===== config.mk =====
export PLATFORM = sky130hd
export DESIGN_NAME = axi_wr_arbiter_flat
export DESIGN_NICKNAME = d
export VERILOG_FILES = /design/src/rtl/axi_wr_arbiter_if.sv /design/src/rtl/axi_wr_arbiter.sv /design/src/flat_wrapper.sv
export SDC_FILE = /design/constraint.sdc
export NUM_CORES = 1
export LEC_CHECK = 0
export BUFFER_PORTS_ARGS = -buffer_cell sky130_fd_sc_hd__buf_2
export CORE_AREA = 2 2 159 161
export DETAILED_ROUTE_END_ITERATION = 8
export DIE_AREA = 0 0 161 163
export GPL_ROUTABILITY_DRIVEN = 0
export SKIP_LAST_GASP = 1
export SYNTH_ARGS = -nofsm -noshare
export SYNTH_HDL_FRONTEND = slang
export SYNTH_SLANG_ARGS = --single-unit

===== constraint.sdc =====
create_clock -name clk -period 2.1 [get_ports clk]
set_clock_uncertainty 0.1 [all_clocks]
set_input_delay 0.105 -clock clk [delete_from_list [all_inputs] [get_ports clk]]
set_output_delay 0.105 -clock clk [all_outputs]
set_load 0.01 [all_outputs]

===== src/rtl/axi_wr_arbiter_if.sv =====
// AXI4 write-channel bundle (AW/W/B) for one master/slave link.
// master drives AW/W payloads and bready; slave drives the readies, bvalid and B payload.
interface axi_wr_arbiter_if #(
    parameter int ADDR_W = 32,
    parameter int DATA_W = 64,
    parameter int ID_W   = 4
);
    logic                  awvalid;
    logic                  awready;
    logic [ADDR_W-1:0]     awaddr;
    logic [ID_W-1:0]       awid;
    logic [7:0]            awlen;
    logic [2:0]            awsize;
    logic [1:0]            awburst;
    logic                  wvalid;
    logic                  wready;
    logic [DATA_W-1:0]     wdata;
    logic [DATA_W/8-1:0]   wstrb;
    logic                  wlast;
    logic                  bvalid;
    logic                  bready;
    logic [1:0]            bresp;
    logic [ID_W-1:0]       bid;

    modport master (
        output awvalid, awaddr, awid, awlen, awsize, awburst,
        input  awready,
        output wvalid, wdata, wstrb, wlast,
        input  wready,
        input  bvalid, bresp, bid,
        output bready
    );

    modport slave (
        input  awvalid, awaddr, awid, awlen, awsize, awburst,
        output awready,
        input  wvalid, wdata, wstrb, wlast,
        output wready,
        output bvalid, bresp, bid,
        input  bready
    );
endinterface


===== src/rtl/axi_wr_arbiter.sv =====
// Two-master AXI4 write arbiter (AW/W/B), round-robin grant held from request to B handshake.
// Latency: AW reaches the slave one cycle after a request in IDLE; W and B are combinational.
// Backpressure: slave ready/valid routed to the granted master only; the other sees ready=valid=0.
module axi_wr_arbiter #(
    parameter int ADDR_W = 32,
    parameter int DATA_W = 64,
    parameter int ID_W   = 4
) (
    input  logic             clk,
    input  logic             rst,
    axi_wr_arbiter_if.slave  m0,
    axi_wr_arbiter_if.slave  m1,
    axi_wr_arbiter_if.master s,
    output logic             wlast_err
);
    localparam int STRB_W = DATA_W / 8;

    typedef enum logic [1:0] {IDLE, ADDR, DATA, RESP} state_t;

    state_t      state_q, state_d;
    logic        grant_q, grant_d;
    logic        rr_ptr_q, rr_ptr_d;
    logic [7:0]  len_q, len_d;
    logic [7:0]  beat_cnt_q, beat_cnt_d;

    logic              sel_awvalid, sel_wvalid, sel_wlast, sel_bready;
    logic [ADDR_W-1:0] sel_awaddr;
    logic [ID_W-1:0]   sel_awid;
    logic [7:0]        sel_awlen;
    logic [2:0]        sel_awsize;
    logic [1:0]        sel_awburst;
    logic [DATA_W-1:0] sel_wdata;
    logic [STRB_W-1:0] sel_wstrb;
    logic              aw_fire, w_fire, b_fire, last_beat;

    assign sel_awvalid = grant_q ? m1.awvalid : m0.awvalid;
    assign sel_awaddr  = grant_q ? m1.awaddr  : m0.awaddr;
    assign sel_awid    = grant_q ? m1.awid    : m0.awid;
    assign sel_awlen   = grant_q ? m1.awlen   : m0.awlen;
    assign sel_awsize  = grant_q ? m1.awsize  : m0.awsize;
    assign sel_awburst = grant_q ? m1.awburst : m0.awburst;
    assign sel_wvalid  = grant_q ? m1.wvalid  : m0.wvalid;
    assign sel_wdata   = grant_q ? m1.wdata   : m0.wdata;
    assign sel_wstrb   = grant_q ? m1.wstrb   : m0.wstrb;
    assign sel_wlast   = grant_q ? m1.wlast   : m0.wlast;
    assign sel_bready  = grant_q ? m1.bready  : m0.bready;

    assign last_beat = (beat_cnt_q == len_q);

    assign s.awvalid = (state_q == ADDR) && sel_awvalid;
    assign s.awaddr  = sel_awaddr;
    assign s.awid    = sel_awid;
    assign s.awlen   = sel_awlen;
    assign s.awsize  = sel_awsize;
    assign s.awburst = sel_awburst;
    assign s.wvalid  = (state_q == DATA) && sel_wvalid;
    assign s.wdata   = sel_wdata;
    assign s.wstrb   = sel_wstrb;
    // The slave always sees the beat-count last, never the master's flag.
    assign s.wlast   = (state_q == DATA) && last_beat;
    assign s.bready  = (state_q == RESP) && sel_bready;

    assign aw_fire = s.awvalid && s.awready;
    assign w_fire  = s.wvalid && s.wready;
    assign b_fire  = s.bvalid && s.bready;

    assign m0.awready = (state_q == ADDR) && !grant_q && s.awready;
    assign m1.awready = (state_q == ADDR) &&  grant_q && s.awready;
    assign m0.wready  = (state_q == DATA) && !grant_q && s.wready;
    assign m1.wready  = (state_q == DATA) &&  grant_q && s.wready;
    assign m0.bvalid  = (state_q == RESP) && !grant_q && s.bvalid;
    assign m1.bvalid  = (state_q == RESP) &&  grant_q && s.bvalid;
    assign m0.bresp   = s.bresp;
    assign m1.bresp   = s.bresp;
    assign m0.bid     = s.bid;
    assign m1.bid     = s.bid;

    assign wlast_err = w_fire && (sel_wlast != last_beat);

    always_ff @(posedge clk or posedge rst) begin
        if (rst) begin
            state_q    <= IDLE;
            grant_q    <= 1'b0;
            rr_ptr_q   <= 1'b0;
            len_q      <= 8'd0;
            beat_cnt_q <= 8'd0;
        end else begin
            state_q    <= state_d;
            grant_q    <= grant_d;
            rr_ptr_q   <= rr_ptr_d;
            len_q      <= len_d;
            beat_cnt_q <= beat_cnt_d;
        end
    end

    always_comb begin
        state_d    = state_q;
        grant_d    = grant_q;
        rr_ptr_d   = rr_ptr_q;
        len_d      = len_q;
        beat_cnt_d = beat_cnt_q;
        case (state_q)
            IDLE: begin
                if (m0.awvalid || m1.awvalid) begin
                    grant_d = (m0.awvalid && m1.awvalid) ? rr_ptr_q : m1.awvalid;
                    state_d = ADDR;
                end
            end
            ADDR: begin
                if (aw_fire) begin
                    len_d      = sel_awlen;
                    beat_cnt_d = 8'd0;
                    state_d    = DATA;
                end
            end
            DATA: begin
                if (w_fire) begin
                    beat_cnt_d = beat_cnt_q + 8'd1;
                    if (last_beat) state_d = RESP;
                end
            end
            RESP: begin
                if (b_fire) begin
                    rr_ptr_d = ~grant_q;
                    state_d  = IDLE;
                end
            end
            default: state_d = IDLE;
        endcase
    end
endmodule

===== src/flat_wrapper.sv =====
// flat-port wrapper written by rule: the top's interface ports become plain ports
module axi_wr_arbiter_flat 
#(
    parameter int ADDR_W = 32,
    parameter int DATA_W = 64,
    parameter int ID_W   = 4
)
  (clk, rst, wlast_err, m0_awvalid, m0_awaddr, m0_awid, m0_awlen, m0_awsize, m0_awburst, m0_awready, m0_wvalid, m0_wdata, m0_wstrb, m0_wlast, m0_wready, m0_bvalid, m0_bresp, m0_bid, m0_bready, m1_awvalid, m1_awaddr, m1_awid, m1_awlen, m1_awsize, m1_awburst, m1_awready, m1_wvalid, m1_wdata, m1_wstrb, m1_wlast, m1_wready, m1_bvalid, m1_bresp, m1_bid, m1_bready, s_awvalid, s_awaddr, s_awid, s_awlen, s_awsize, s_awburst, s_awready, s_wvalid, s_wdata, s_wstrb, s_wlast, s_wready, s_bvalid, s_bresp, s_bid, s_bready);
  axi_wr_arbiter_if #(.ADDR_W(ADDR_W), .DATA_W(DATA_W), .ID_W(ID_W)) m0_i ();
  axi_wr_arbiter_if #(.ADDR_W(ADDR_W), .DATA_W(DATA_W), .ID_W(ID_W)) m1_i ();
  axi_wr_arbiter_if #(.ADDR_W(ADDR_W), .DATA_W(DATA_W), .ID_W(ID_W)) s_i ();
  input  logic clk;
  input  logic rst;
  output logic wlast_err;
  input wire logic [$bits(m0_i.awvalid)-1:0] m0_awvalid;
  input wire logic [$bits(m0_i.awaddr)-1:0] m0_awaddr;
  input wire logic [$bits(m0_i.awid)-1:0] m0_awid;
  input wire logic [$bits(m0_i.awlen)-1:0] m0_awlen;
  input wire logic [$bits(m0_i.awsize)-1:0] m0_awsize;
  input wire logic [$bits(m0_i.awburst)-1:0] m0_awburst;
  output wire logic [$bits(m0_i.awready)-1:0] m0_awready;
  input wire logic [$bits(m0_i.wvalid)-1:0] m0_wvalid;
  input wire logic [$bits(m0_i.wdata)-1:0] m0_wdata;
  input wire logic [$bits(m0_i.wstrb)-1:0] m0_wstrb;
  input wire logic [$bits(m0_i.wlast)-1:0] m0_wlast;
  output wire logic [$bits(m0_i.wready)-1:0] m0_wready;
  output wire logic [$bits(m0_i.bvalid)-1:0] m0_bvalid;
  output wire logic [$bits(m0_i.bresp)-1:0] m0_bresp;
  output wire logic [$bits(m0_i.bid)-1:0] m0_bid;
  input wire logic [$bits(m0_i.bready)-1:0] m0_bready;
  input wire logic [$bits(m1_i.awvalid)-1:0] m1_awvalid;
  input wire logic [$bits(m1_i.awaddr)-1:0] m1_awaddr;
  input wire logic [$bits(m1_i.awid)-1:0] m1_awid;
  input wire logic [$bits(m1_i.awlen)-1:0] m1_awlen;
  input wire logic [$bits(m1_i.awsize)-1:0] m1_awsize;
  input wire logic [$bits(m1_i.awburst)-1:0] m1_awburst;
  output wire logic [$bits(m1_i.awready)-1:0] m1_awready;
  input wire logic [$bits(m1_i.wvalid)-1:0] m1_wvalid;
  input wire logic [$bits(m1_i.wdata)-1:0] m1_wdata;
  input wire logic [$bits(m1_i.wstrb)-1:0] m1_wstrb;
  input wire logic [$bits(m1_i.wlast)-1:0] m1_wlast;
  output wire logic [$bits(m1_i.wready)-1:0] m1_wready;
  output wire logic [$bits(m1_i.bvalid)-1:0] m1_bvalid;
  output wire logic [$bits(m1_i.bresp)-1:0] m1_bresp;
  output wire logic [$bits(m1_i.bid)-1:0] m1_bid;
  input wire logic [$bits(m1_i.bready)-1:0] m1_bready;
  output wire logic [$bits(s_i.awvalid)-1:0] s_awvalid;
  output wire logic [$bits(s_i.awaddr)-1:0] s_awaddr;
  output wire logic [$bits(s_i.awid)-1:0] s_awid;
  output wire logic [$bits(s_i.awlen)-1:0] s_awlen;
  output wire logic [$bits(s_i.awsize)-1:0] s_awsize;
  output wire logic [$bits(s_i.awburst)-1:0] s_awburst;
  input wire logic [$bits(s_i.awready)-1:0] s_awready;
  output wire logic [$bits(s_i.wvalid)-1:0] s_wvalid;
  output wire logic [$bits(s_i.wdata)-1:0] s_wdata;
  output wire logic [$bits(s_i.wstrb)-1:0] s_wstrb;
  output wire logic [$bits(s_i.wlast)-1:0] s_wlast;
  input wire logic [$bits(s_i.wready)-1:0] s_wready;
  input wire logic [$bits(s_i.bvalid)-1:0] s_bvalid;
  input wire logic [$bits(s_i.bresp)-1:0] s_bresp;
  input wire logic [$bits(s_i.bid)-1:0] s_bid;
  output wire logic [$bits(s_i.bready)-1:0] s_bready;
  assign m0_i.awvalid = m0_awvalid;
  assign m0_i.awaddr = m0_awaddr;
  assign m0_i.awid = m0_awid;
  assign m0_i.awlen = m0_awlen;
  assign m0_i.awsize = m0_awsize;
  assign m0_i.awburst = m0_awburst;
  assign m0_awready = m0_i.awready;
  assign m0_i.wvalid = m0_wvalid;
  assign m0_i.wdata = m0_wdata;
  assign m0_i.wstrb = m0_wstrb;
  assign m0_i.wlast = m0_wlast;
  assign m0_wready = m0_i.wready;
  assign m0_bvalid = m0_i.bvalid;
  assign m0_bresp = m0_i.bresp;
  assign m0_bid = m0_i.bid;
  assign m0_i.bready = m0_bready;
  assign m1_i.awvalid = m1_awvalid;
  assign m1_i.awaddr = m1_awaddr;
  assign m1_i.awid = m1_awid;
  assign m1_i.awlen = m1_awlen;
  assign m1_i.awsize = m1_awsize;
  assign m1_i.awburst = m1_awburst;
  assign m1_awready = m1_i.awready;
  assign m1_i.wvalid = m1_wvalid;
  assign m1_i.wdata = m1_wdata;
  assign m1_i.wstrb = m1_wstrb;
  assign m1_i.wlast = m1_wlast;
  assign m1_wready = m1_i.wready;
  assign m1_bvalid = m1_i.bvalid;
  assign m1_bresp = m1_i.bresp;
  assign m1_bid = m1_i.bid;
  assign m1_i.bready = m1_bready;
  assign s_awvalid = s_i.awvalid;
  assign s_awaddr = s_i.awaddr;
  assign s_awid = s_i.awid;
  assign s_awlen = s_i.awlen;
  assign s_awsize = s_i.awsize;
  assign s_awburst = s_i.awburst;
  assign s_i.awready = s_awready;
  assign s_wvalid = s_i.wvalid;
  assign s_wdata = s_i.wdata;
  assign s_wstrb = s_i.wstrb;
  assign s_wlast = s_i.wlast;
  assign s_i.wready = s_wready;
  assign s_i.bvalid = s_bvalid;
  assign s_i.bresp = s_bresp;
  assign s_i.bid = s_bid;
  assign s_bready = s_i.bready;
  axi_wr_arbiter #(.ADDR_W(ADDR_W), .DATA_W(DATA_W), .ID_W(ID_W)) u_core (.clk(clk), .rst(rst), .m0(m0_i), .m1(m1_i), .s(s_i), .wlast_err(wlast_err));
endmodule

==> impl_metrics.tcl, run 1 <==
set metrics [dict create \
    rows 58 \
    path_clk_slew_ns 0.06 \
    final_cell_mix "buf_2, mux2_2, dfrtp_1, buf_4, nand2_1" \
    grt_usage 0.0872 \
    route.met3.wl_um 918 \
    nets 923 \
    dp_hpwl_um 11800 \
    gr-total-overflow 0 \
    ys.warnings.count 0 \
    tightest_slew_ns 0.380 \
    die_h_um 163 \
    status "finished clean" \
    synth_cells 275 \
    yosysUniqueCellTypes 32 \
    rsz0062_at_grt "yes" \
    cts_root_buf "clkbuf_16" \
    powerDensity_nw_per_um2 980 \
    hold_violations 0 \
    clk_latency_ns 0.26 \
    totalWireLength_um 13500 \
    initial_utilization 0.111 \
    synth_compound_area_frac 0.0548 \
    grt_pass1_wl_um 18000 \
    grt_max_degree 53 \
    synthSimpleGateAreaFrac 0.0808 \
    syn_area_um2 2740 \
    antenna_found_initial 2 \
    start_kind "register" \
    finalCriticalPeriod_ns 2.04 \
    numCtsBuffers 3 \
    area_growth_pct 91.0 \
    ant_nets 0 \
    dieArea_um2 26200 \
    syn_nets 542 \
    reg2reg_depth 5 \
    htreeDepth 1 \
    wirelength_met1_um 5730 \
    wire_per_inst_um 13.7 \
    reg2reg_slack_ns 0.19 \
    worstSetupPathType "reg2out" \
    dp_slack_ns 0.216 \
    drive_above_1_share 0.840 \
    highest_layer "met5" \
    maxCapViolCount 0 \
    final.period_utilization 0.974 \
    drv_slew 0 \
    seq_area_frac_synth 0.183 \
    ys_ff_latch 20 \
    whs_ns 0.0454 \
    drtIter0Drc 100 \
    synth_area_per_cell_um2 9.96 \
    io_buffers 386 \
    p_total_w 0.00513 \
    post_synth_mux_area_share 0.549 \
    final_common_cell "buf_2" \
    route.detailed.drc 0 \
    hold_path_class "in2reg" \
    die_w_um 161 \
    crit_fanout 52 \
    relSlewSlack 0.746 \
    synth_xor_area_frac 0.0288 \
    vias_per_cell 3.62 \
    arrival_ns 1.84 \
    vdd_drop_max_mv 0.412 \
    tns_ns 0 \
    setup_viol 0 \
    max_freq_mhz 489 \
    leakage_nw 2.75 \
    cts_sinks 20 \
    core_area_um2 24700 \
    min_from "m1_awvalid" \
    num_vias 3566 \
    reg2reg_to "u_core.beat_cnt_q[7]$_DFFE_PP0P_" \
    grt_pass1_vias 3165 \
    setup_slack_ns 0.0553 \
    crit-reg2reg-launch "u_core.state_q[0]$_DFFE_PP0P_" \
    cts_tree "done" \
    cp-end-kind "output port" \
    ios 405 \
    firstDrtPassIters 4 \
    hold-path-cell-count 3 \
    wl_met2_um 6650 \
    crit_required_ns 1.89 \
    synth-adder-area-share 0.0274 \
    min_to "u_core.grant_q$_DFFE_PP0P_" \
    clock_path_buffers 2 \
    synth_top_family_by_area "multiplexers" \
]
==> stage by stage <==
step / std cells / utilization / instance area (um^2)
finish: 986 / 0.212 / 5230
global route: 986 / 0.212 / 5230
CTS: 975 / 0.208 / 5130
detailed placement: 969 / 0.203 / 5000
global placement: 969 / 0.203 / 5000
floorplan: 275 / - / 2740
==> layer usage <==
layer	vias to the layer above	global-route usage
met4	2	0.0207
met2	143	0.142
met1	1660	0.120
li1	1750	-
met5	-	0
met3	11	0.0153
==> layout make-up <==
| cell class | count | area (um^2) |
|---|---|---|
| antenna | 1 | 2.50 |
| clock buffer | 3 | 75.1 |
| clock inverter | 1 | 30.0 |
| fill | 2744 | 19400 |
| inverter | 9 | 33.8 |
| multi-input combinational | 217 | 2040 |
| sequential | 20 | 509 |
| tap | 330 | 413 |
| timing repair buffer | 405 | 2120 |
==> critical path, stage by stage (launching register included) <==
cell and delay [ns]:
dfrtp_4 0.52, buf_12 0.21, buf_16 0.27, mux2_2 0.39, buf_2 0.14
==> state kept, by name (all words and copies together) (netlist names) <==
name	count
u_core.beat_cnt_q	8
u_core.len_q	8
u_core.state_q	2
u_core.grant_q	1
u_core.rr_ptr_q	1
==> worst max path at each step <==
stage / cells past startpoint / slack [ns] / end / start
after global placement: 5 / 0.24 / u_core.state_q[1]$_DFFE_PP0P_ / u_core.beat_cnt_q[1]$_DFFE_PP0P_
after global routing: 6 / -0.02 / wlast_err / u_core.beat_cnt_q[5]$_DFFE_PP0P_
after detailed placement: 5 / 0.22 / u_core.beat_cnt_q[7]$_DFFE_PP0P_ / u_core.state_q[0]$_DFFE_PP0P_
after floorplan: 6 / 0.30 / u_core.beat_cnt_q[7]$_DFFE_PP0P_ / u_core.state_q[0]$_DFFE_PP0P_
after CTS: 4 / 0.04 / s_awaddr[13] / u_core.grant_q$_DFFE_PP0P_
final: 4 / 0.06 / s_awaddr[13] / u_core.grant_q$_DFFE_PP0P_
==> kinds of logic after synthesis <==
| kind of cell | after synthesis |
|---|---|
| xor gates and xnor gates | 9 |
| AOI/OAI and AO/OA | 24 |
| adders and majority gates | 6 |
| DFF | 20 |
| buffers and inverters | 38 |
| and+or+nand+nor | 44 |
| muxes | 134 |
==> timing repair <==
action / in CTS / in global routing
resized for setup: 0 / 8
setup endpoints to repair: 0 / 11
buffers inserted: 0 / 10
hold endpoints to repair: 21 / 0
hold buffers: 2 / 0
==> Yosys cell counts (all sizes together) <==
master | number | area share
nand4 | 2 | 0.0069
a31oi | 4 | 0.0091
nand3 | 6 | 0.011
nor3 | 1 | 0.0018
clkbuf | 2 | 0.0032
nor2b | 2 | 0.0046
mux2i | 4 | 0.015
o32a | 1 | 0.0037
and3 | 5 | 0.011
xnor2 | 1 | 0.0032
xor2 | 8 | 0.026
nand2 | 13 | 0.018
inv | 9 | 0.012
or3 | 2 | 0.0046
nand2b | 1 | 0.0023
ha | 6 | 0.027
nor2 | 9 | 0.013
buf | 27 | 0.061
o21ai | 12 | 0.025
nor4 | 2 | 0.0046
a21oi | 4 | 0.0087
o221ai | 1 | 0.0032
mux2 | 130 | 0.53
o31ai | 2 | 0.0055
dfrtp | 20 | 0.18
or4 | 1 | 0.0027
==> power breakdown <==
group          switching [W]  total (W)  leakage [nW]  internal, W
sequential          0.000157   0.000695         0.243     0.000538
combinational        0.00189    0.00390          2.45      0.00201
clock               0.000152   0.000531        0.0511     0.000379
No activity file was read; power rests on OpenSTA's default activity.
==> run 2: changes to the inputs <==
- GPL_TIMING_DRIVEN: unset -> 0
==> impl_metrics.tcl, run 2 (synthesis results as in run 1) <==
set metrics [dict create \
    powerDensity_nw_per_um2 984 \
    crit_required_ns 1.89 \
    initial_utilization 0.111 \
    die_w_um 161 \
    htreeDepth 1 \
    arrival_ns 1.81 \
    core_area_um2 24700 \
    cp_common_cell "buf_4" \
    hold_violations 0 \
    tns_ns 0 \
    tightest_slew_ns 0.798 \
    path_clk_slew_ns 0.05 \
    drv_slew 0 \
    rsz0062_at_grt "yes" \
    hold_path_class "in2reg" \
    max_freq_mhz 497 \
    worst_path_max_delay_cell "mux2_2" \
    cts_sinks 20 \
    multi_input_area_um2 2060 \
    rows 58 \
    io_buffers 398 \
    n_antenna_cell 0 \
    final_cell_mix "buf_2, mux2_2, buf_4, dfrtp_1, nand2_1" \
    final_common_cell "buf_2" \
    crit_family "buffers and inverters" \
    numCtsBuffers 3 \
    maxCapViolCount 0 \
    relSlewSlack 0.468 \
    ant_nets 0 \
    whs_ns 0.0356 \
    crit_fanout 10 \
    dp_hpwl_um 12900 \
    dp_slack_ns -0.202 \
    finalCriticalPeriod_ns 2.01 \
    antenna_found_initial 2 \
    top_regs "u_core.beat_cnt_q x8, u_core.len_q x8, u_core.state_q x2" \
    nets 952 \
    vias_per_cell 3.63 \
    cts_root_buf "clkbuf_16" \
    setup_slack_ns 0.0896 \
    cp_cell_sequence "buf_4, buf_4, buf_4, mux2_2, buf_2" \
    num_vias 3685 \
    area_growth_pct 96.1 \
    firstDrtPassIters 4 \
    grt_max_degree 21 \
    totalWireLength_um 14600 \
    cts_tree "done" \
    gr-total-overflow 0 \
    area.sequential_um2 505 \
    route.detailed.drc 0 \
    place_area_um2 5140 \
    setup_viol 0 \
    leakage_nw 2.86 \
    start_kind "register" \
    wire_per_inst_um 14.4 \
    worstSetupPathType "reg2out" \
    path_buf_inv 4 \
    status "finished clean" \
    vdd_drop_max_mv 0.493 \
    die_h_um 163 \
    grt_pass1_wl_um 19400 \
    drtIter0Drc 149 \
    dieArea_um2 26200 \
    clk_latency_ns 0.26 \
    grt_usage 0.0949 \
    final.period_utilization 0.957 \
    ios 405 \
    max_stage_delay_ns 0.39 \
    grt_pass1_vias 3317 \
    n_fill_cell 2754 \
    cp-end-kind "output port" \
    fin_area_um2 5370 \
    drive_above_1_share 0.848 \
    clock_path_buffers 2 \
]
## run 2: changes by cell type in the layout (fill, tap and decap cells not counted), sizes merged
cell,before,now
clkbuf,3,6
buf,403,429
diode,1,0
## run 2: tightest hold or removal path, stage by stage
cell	delay, ns
buf_2	0.12
nand2_1	0.05
a31oi_1	0.07
## run 2: per-layer routing
metal	part of all wire	routed length, um	vias up	global-route usage
met2	0.49	7230	141	0.159
met1	0.44	6420	1726	0.132
met5	0.00089	13	-	0
met4	0.0035	51	2	0.00731
met3	0.062	913	8	0.0173
li1	-	-	1808	-
## run 2: report_power, final
group / total, W / switching (W) / internal, W
logic: 0.00411 / 0.00205 / 0.00206
registers: 0.000653 / 0.000121 / 0.000532
clock network: 0.000528 / 0.000149 / 0.000378
total: 0.00529 / 0.00232 / 0.00297
## run 2: repair_timing
| action | CTS | global route |
|---|---|---|
| setup buffers | 0 | 5 |
| setup endpoints to repair | 120 | 17 |
| hold buffers | 2 | 0 |
| gates resized for setup | 11 | 14 |
| gates cloned | 0 | 0 |
| hold endpoints to repair | 21 | 0 |
| pin swaps | 0 | 4 |
## run 2: worst paths after layout
kind | slack [ns] | startpoint | to | cells past startpoint
setup / recovery | 0.09 | u_core.grant_q$_DFFE_PP0P_ | s_wdata[22] | 5
hold / removal | 0.04 | m1_awvalid | u_core.grant_q$_DFFE_PP0P_ | 3
setup reg to reg | 0.16 | u_core.beat_cnt_q[1]$_DFFE_PP0P_ | u_core.state_q[1]$_DFFE_PP0P_ | 6
hold reg to reg | 0.41 | u_core.rr_ptr_q$_DFFE_PP0P_ | u_core.rr_ptr_q$_DFFE_PP0P_ | 2
max in group asynchronous | 0.89 | rst | u_core.beat_cnt_q[3]$_DFFE_PP0P_ | 3
min in group asynchronous | 0.47 | rst | u_core.beat_cnt_q[6]$_DFFE_PP0P_ | 3
## run 2: metrics by stage
step / utilization / power [W] / instances
after floorplan: - / 0.00314 / 275
after global placement: 0.209 / 0.00459 / 1003
after detailed placement: 0.209 / 0.00463 / 1003
after CTS: 0.215 / 0.00525 / 1009
after global routing: 0.218 / 0.00564 / 1014
final: 0.218 / 0.00529 / 1014
## run 2: final cells by class
cell class / count / share of cell area
clock inverter: 1 / 0.00559
tap: 330 / 0.0768
sequential: 20 / 0.0941
timing repair buffer: 405 / 0.381
inverter: 9 / 0.00629
buffer: 29 / 0.0391
clock buffer: 3 / 0.0140
multi-input combinational: 217 / 0.383
